**src/rtl/register_file_32x32bit.sv**
```systemverilog
// 32 x 32-bit register file: one synchronous write port, two registered read ports.
// Reads that hit the address being written in the same cycle return the new data.
module register_file_32x32bit #(
    parameter int DATA_WIDTH = 32,
    parameter int ADDR_WIDTH = 5
) (
    input  logic                  clk,
    input  logic                  rst,
    input  logic [DATA_WIDTH-1:0] In,
    input  logic [ADDR_WIDTH-1:0] address_w,
    input  logic                  enable_w,
    input  logic [ADDR_WIDTH-1:0] address_a,
    input  logic                  enable_a,
    input  logic [ADDR_WIDTH-1:0] address_b,
    input  logic                  enable_b,
    output logic [DATA_WIDTH-1:0] OutA,
    output logic [DATA_WIDTH-1:0] OutB
);

    localparam int DEPTH = 2 ** ADDR_WIDTH;

    logic [DATA_WIDTH-1:0] mem [DEPTH];
    logic [DATA_WIDTH-1:0] rd_a_data;
    logic [DATA_WIDTH-1:0] rd_b_data;

    // Write-first bypass: a same-cycle write to the read address wins over the array.
    always_comb begin
        rd_a_data = mem[address_a];
        rd_b_data = mem[address_b];
        if (enable_w && (address_w == address_a)) begin
            rd_a_data = In;
        end
        if (enable_w && (address_w == address_b)) begin
            rd_b_data = In;
        end
    end

    always_ff @(posedge clk) begin
        if (rst) begin
            for (int i = 0; i < DEPTH; i++) begin
                mem[i] <= '0;
            end
            OutA <= '0;
            OutB <= '0;
        end else begin
            if (enable_w) begin
                mem[address_w] <= In;
            end
            if (enable_a) begin
                OutA <= rd_a_data;
            end
            if (enable_b) begin
                OutB <= rd_b_data;
            end
        end
    end

endmodule

```
**config.mk**
```make
export PLATFORM = sky130hd
export DESIGN_NAME = register_file_32x32bit
export DESIGN_NICKNAME = d
export VERILOG_FILES = /design/src/rtl/register_file_32x32bit.sv
export SDC_FILE = /design/constraint.sdc
export NUM_CORES = 2
export LEC_CHECK = 0
export BUFFER_PORTS_ARGS = -buffer_cell sky130_fd_sc_hd__clkbuf_2
export CORE_ASPECT_RATIO = 1.1
export CORE_MARGIN = 2
export CORE_UTILIZATION = 59
export CTS_BUF_LIST = sky130_fd_sc_hd__clkbuf_8
export DETAILED_ROUTE_END_ITERATION = 8
export PLACE_DENSITY = 0.79
export REMOVE_ABC_BUFFERS = 1
export SYNTH_ARGS = -nofsm -noshare
export SYNTH_HDL_FRONTEND = slang
export SYNTH_SLANG_ARGS = --single-unit
```
**constraint.sdc**
```tcl
create_clock -name clk -period 2.07 [get_ports clk]
set_input_delay 0.1035 -clock clk [delete_from_list [all_inputs] [get_ports clk]]
set_output_delay 0.1035 -clock clk [all_outputs]
set_load 0.02 [all_outputs]
```
Word level (Yosys, flattened, before mapping)
Memories as Yosys holds them, arrays and structs flattened. A register that Yosys moved wholly into a read port is not among the register bits.
Cells that the tools add are included.
{"block": "op_classes", "muxes": 8, "reduce_logical": 1}
{"operator": "2-to-1 mux 32 bit", "n": 1}
{"operator": "OR reduction 32 bit", "n": 1}
{"operator": "2-to-1 mux 1 bit", "n": 6}
{"operator": "2-to-1 mux 5 bit", "n": 1}
{"block": "totals", "register_bits": 0, "ramBits": 1024, "input_bits": 52, "output_inout_bits": 64, "wordCells": 10, "mem_count": 1}
{"name": "mem", "depth": 32, "width": 32, "read_ports": 2, "rd_ports_with_merged_regs": 2, "wr": 32, "line_no": "22", "source": "logic [DATA_WIDTH-1:0] mem [DEPTH];"}

Depth between registers and ports, before layout
{"block": "logic_depth", "ltp_word": 5, "ltp_mapped": 9, "ltp_nobuf": 5}

Worst setup path after synthesis
OpenSTA, ideal clock, no wires.
{"block": "synth_timing", "kind": "input -> register", "from": "input address_w[4]", "to": "memory mem[10][0], enable pin", "arrival_ns": 1.776, "setup_slack_ns": -0.081, "path_stages": 6, "n_path_buf": 3, "path_cell_list": "clkbuf_1 or3b_2 clkbuf_1 nor2_1 clkbuf_1 or2_2"}
{"item": "from (decl)", "line_no": "10", "source": "input logic [ADDR_WIDTH-1:0] address_w,"}
{"item": "to (decl)", "line_no": "22"}

==> results.yml <==
run_status:
  outcome: "completed"
place:
  dp_cells: 5121
  gp_congestion: 0.942
  place_area_um2: 61700
  dpl.hpwl_um: 119000
  port_buffers: 115
worst_setup_path:
  crit_fanout: 2
  critical_path_class: "register to register"
  rr_endpoint: "OutB[17]"
  cp_cell_sequence: "mux4_2, mux2i_1, a22oi_1, and3_1, a221o_1"
  required_ps: 2820
  cp.arrival_ps: 2760
  crit_family: "multiplexers"
  start_kind: "register"
  crit_cells: 5
  r2r_slack_ps: 60
  reg2reg_from: "mem[28][17]"
  critical_path.startpoint: "mem[28][17]"
  reg2reg_depth: 5
  slowest_stage: "mux4_2"
  critPathCaptureType: "register"
  crit_buf_inv: 0
  critPathCapture: "OutB[17]"
  crit_path_max_incr_delay_ps: 480
clock_tree:
  cts.path.max_buffers: 3
  clk_latency_ps: 870
  cts_tree: "done"
  root_buffer: "clkbuf_8"
  cts_buffers: 173
  h-tree-depth: 4
  post-cts-setup-buffers: 0
  clk_pin_slew_ps: 60
  cts.sinks: 1088
power_and_ir_drop:
  power.internal_mw: 38.2
  share_seq_of_total_power: 0.506
  vdd_drop_max_v: 0.000856
  p_sw_frac: 0.258
  combPwrFrac: 0.133
  power_density_nw_per_um2: 786
  power.switching_mw: 13.3
  power.leakage_nw: 23.6
  pwr-share-clk: 0.361
yosys:
  yosysUniqueCellTypes: 56
  muxShareOfSynthArea: 0.233
  netlist_area_um2: 57100
  synth_top_area_cell: "edfxtp_1"
  syn_avg_cell_area_um2: 15.0
  synth.top_cells.by_area: "edfxtp_1 (54%), mux4_2 (20%), and2_1 (9.9%)"
  synth-simple-area-share: 0.131
  synth_xor_area_frac: 0.00153
  ys_ff_latch: 1088
  yosys_warnings: 0
  synth-adder-area-share: 0
  synth_edf_count: 1024
  synth_top_family_by_area: "multiplexers"
  ys.flop_type: "edfxtp_1"
  synth_compound_area_frac: 0.0386
  synthArstFlopShare: 0
  seq_area_frac_synth: 0.561
  post-synth-top-area-fraction: 0.539
  syn_inst: 3804
global_route:
  grt_use_total: 0.378
  grt_max_degree: 38
  grt_overflow: 0
  grt_pass1_vias: 39556
  grt_pass1_wl_um: 266000
  antenna_found_initial: 7
die:
  dieHeight_um: 330
  core_area_um2: 95700
  rows: 119
  ioPinCount: 116
  start_util: 0.596
  dieWidth_um: 301
  dieArea_um2: 99200
routing:
  firstDrtPassIters: 6
  vias: 38606
  drc: 0
  routedWlPerCell_um: 33.6
  via_per_inst: 7.05
  ant_nets: 0
  wirelength_um: 184000
  drtIter0Drc: 5926
sta:
  relSlewSlack: 0.0279
  fin_skew_ps: 41.6
  finalCritPeriodShare: 0.970
  setup_viol: 0
  fmax_ghz: 0.498
  hold_violations: 0
  slew_viol_final: 0
  hold-worst-slack_ps: 52.4
  worstMarginPinSlew_ps: 1460
  layout_min_cycle_time_ps: 2010
  rsz0062_at_grt: "false"
layout:
  final_nets: 4116
  nFillCells: 6284
  instances_no_fill: 5477
  layout-drive-gt1-share: 0.304
  area_growth_pct: 14.9
  fin_area_um2: 65600
flow_run:
  drv_cap: 0
worst_hold_path:
  worstHoldPathType: "input pin to register"
worst reg2reg max path, stage by stage, from the launching register on:
cell and delay, ps:
edfxtp_1 410, mux4_2 480, mux2i_1 210, a22oi_1 260, and3_1 270, a221o_1 260
layout make-up:
cell class | count | area, um2 | share of cell area
antenna | 3 | 7.51 | 0.000115
inverter | 10 | 37.5 | 0.000573
multi-input combinational | 2287 | 23200 | 0.354
clock inverter | 128 | 853 | 0.0130
tap | 1270 | 1590 | 0.0242
clock buffer | 187 | 2570 | 0.0393
timing repair buffer | 504 | 5280 | 0.0805
sequential | 1088 | 32000 | 0.489
registers in the layout, summed over array words and instances (netlist names):
signal  cells
OutB       32
mem      1024
OutA       32
placed cells by master (no fill, tap or decap), types with 33 or more instances in the layout:
cell	netlist	layout
and2_1	905	905
nand2_1	66	66
mux4_2	497	497
clkbuf_8	0	188
mux2i_1	207	207
dfxtp_1	64	64
dlygate4sd3_1	0	38
clkinv_1	2	36
nor3_1	136	136
edfxtp_1	1024	1024
nor2_2	0	42
or2_2	33	33
buf_12	0	130
buf_4	32	220
a22oi_1	149	149
clkbuf_2	1	109
inv_1	7	58
o21ai_0	41	41
power groups by stage:
stage	registers, mW	logic, mW	clock network, mW
floorplan	26.2	3.15	0
global placement	26.4	6.50	0
detailed placement	26.5	6.60	0
CTS	26.0	6.70	18.6
global route	26.2	7.04	19.6
finish	26.1	6.85	18.6
Yosys cell counts (3+ instances only):
| cell type | instances |
|---|---|
| edfxtp_1 | 1024 |
| and2_1 | 905 |
| mux4_2 | 497 |
| clkbuf_1 | 290 |
| mux2i_1 | 207 |
| a22oi_1 | 149 |
| nor3_1 | 136 |
| nor2_1 | 70 |
| nand2_1 | 66 |
| dfxtp_1 | 64 |
| buf_2 | 52 |
| o21ai_0 | 41 |
| or2_2 | 33 |
| buf_4 | 32 |
| and3_1 | 27 |
| a221o_1 | 24 |
| buf_1 | 24 |
| a21oi_1 | 17 |
| buf_6 | 15 |
| a32oi_1 | 14 |
| a221oi_1 | 13 |
| nor2b_1 | 13 |
| nor4_1 | 9 |
| o32ai_1 | 8 |
| inv_1 | 7 |
| buf_8 | 5 |
| xnor2_1 | 5 |
| xor2_1 | 5 |
| nand3_1 | 4 |
| a211o_1 | 3 |
| a22o_1 | 3 |
| a311oi_1 | 3 |
| and2_0 | 3 |
| nand3b_1 | 3 |
| o211a_1 | 3 |
| o21a_1 | 3 |
metal layers:
layer,routed length (um),global-route usage,part of all wire
met5,31,0,0.00017
met4,13200,0.240,0.072
met3,26300,0.0966,0.14
met2,83900,0.579,0.46
met1,60400,0.486,0.33
timing repair:
action / in CTS / in global routing
endpoints found under the hold margin: 449 / 0
endpoints found under the setup margin: 0 / 2
resized for setup: 0 / 2
hold buffers: 38 / 0
cells by family (layout without fill, tap and decap cells):
group	after synthesis	after routing
AND/OR/NAND/NOR	1277	1277
buffers and inverters	429	829
other	0	3
XOR/XNOR	10	10
multiplexers	706	706
flip-flops	1088	1088
AO/OA/AOI/OAI	294	294
worst min path at each step:
stage / start / end / depth (start not counted)
2_1_floorplan: rst / OutB[0] / 1
3_3_place_gp: In[6] / OutB[6] / 2
3_5_place_dp: In[26] / OutB[26] / 2
4_1_cts: address_a[1] / OutA[5] / 6
5_1_grt: In[26] / OutB[26] / 3
6_report: In[26] / OutB[26] / 3
through the flow:
| stage | util | power [mW] | setup TNS, ps | setup slack, ps |
|---|---|---|---|---|
| 2_1_floorplan | - | 29.4 | -651480 | -734 |
| 3_5_place_dp | 0.645 | 33.1 | -1240 | -147 |
| 4_1_cts | 0.685 | 51.3 | 0 | 90.2 |
| 3_3_place_gp | 0.645 | 32.9 | -1390 | -136 |
| 5_1_grt | 0.685 | 52.8 | 0 | 37.1 |
| 6_report | 0.685 | 51.5 | 0 | 61.7 |
Power figures use the tool's default switching activity.
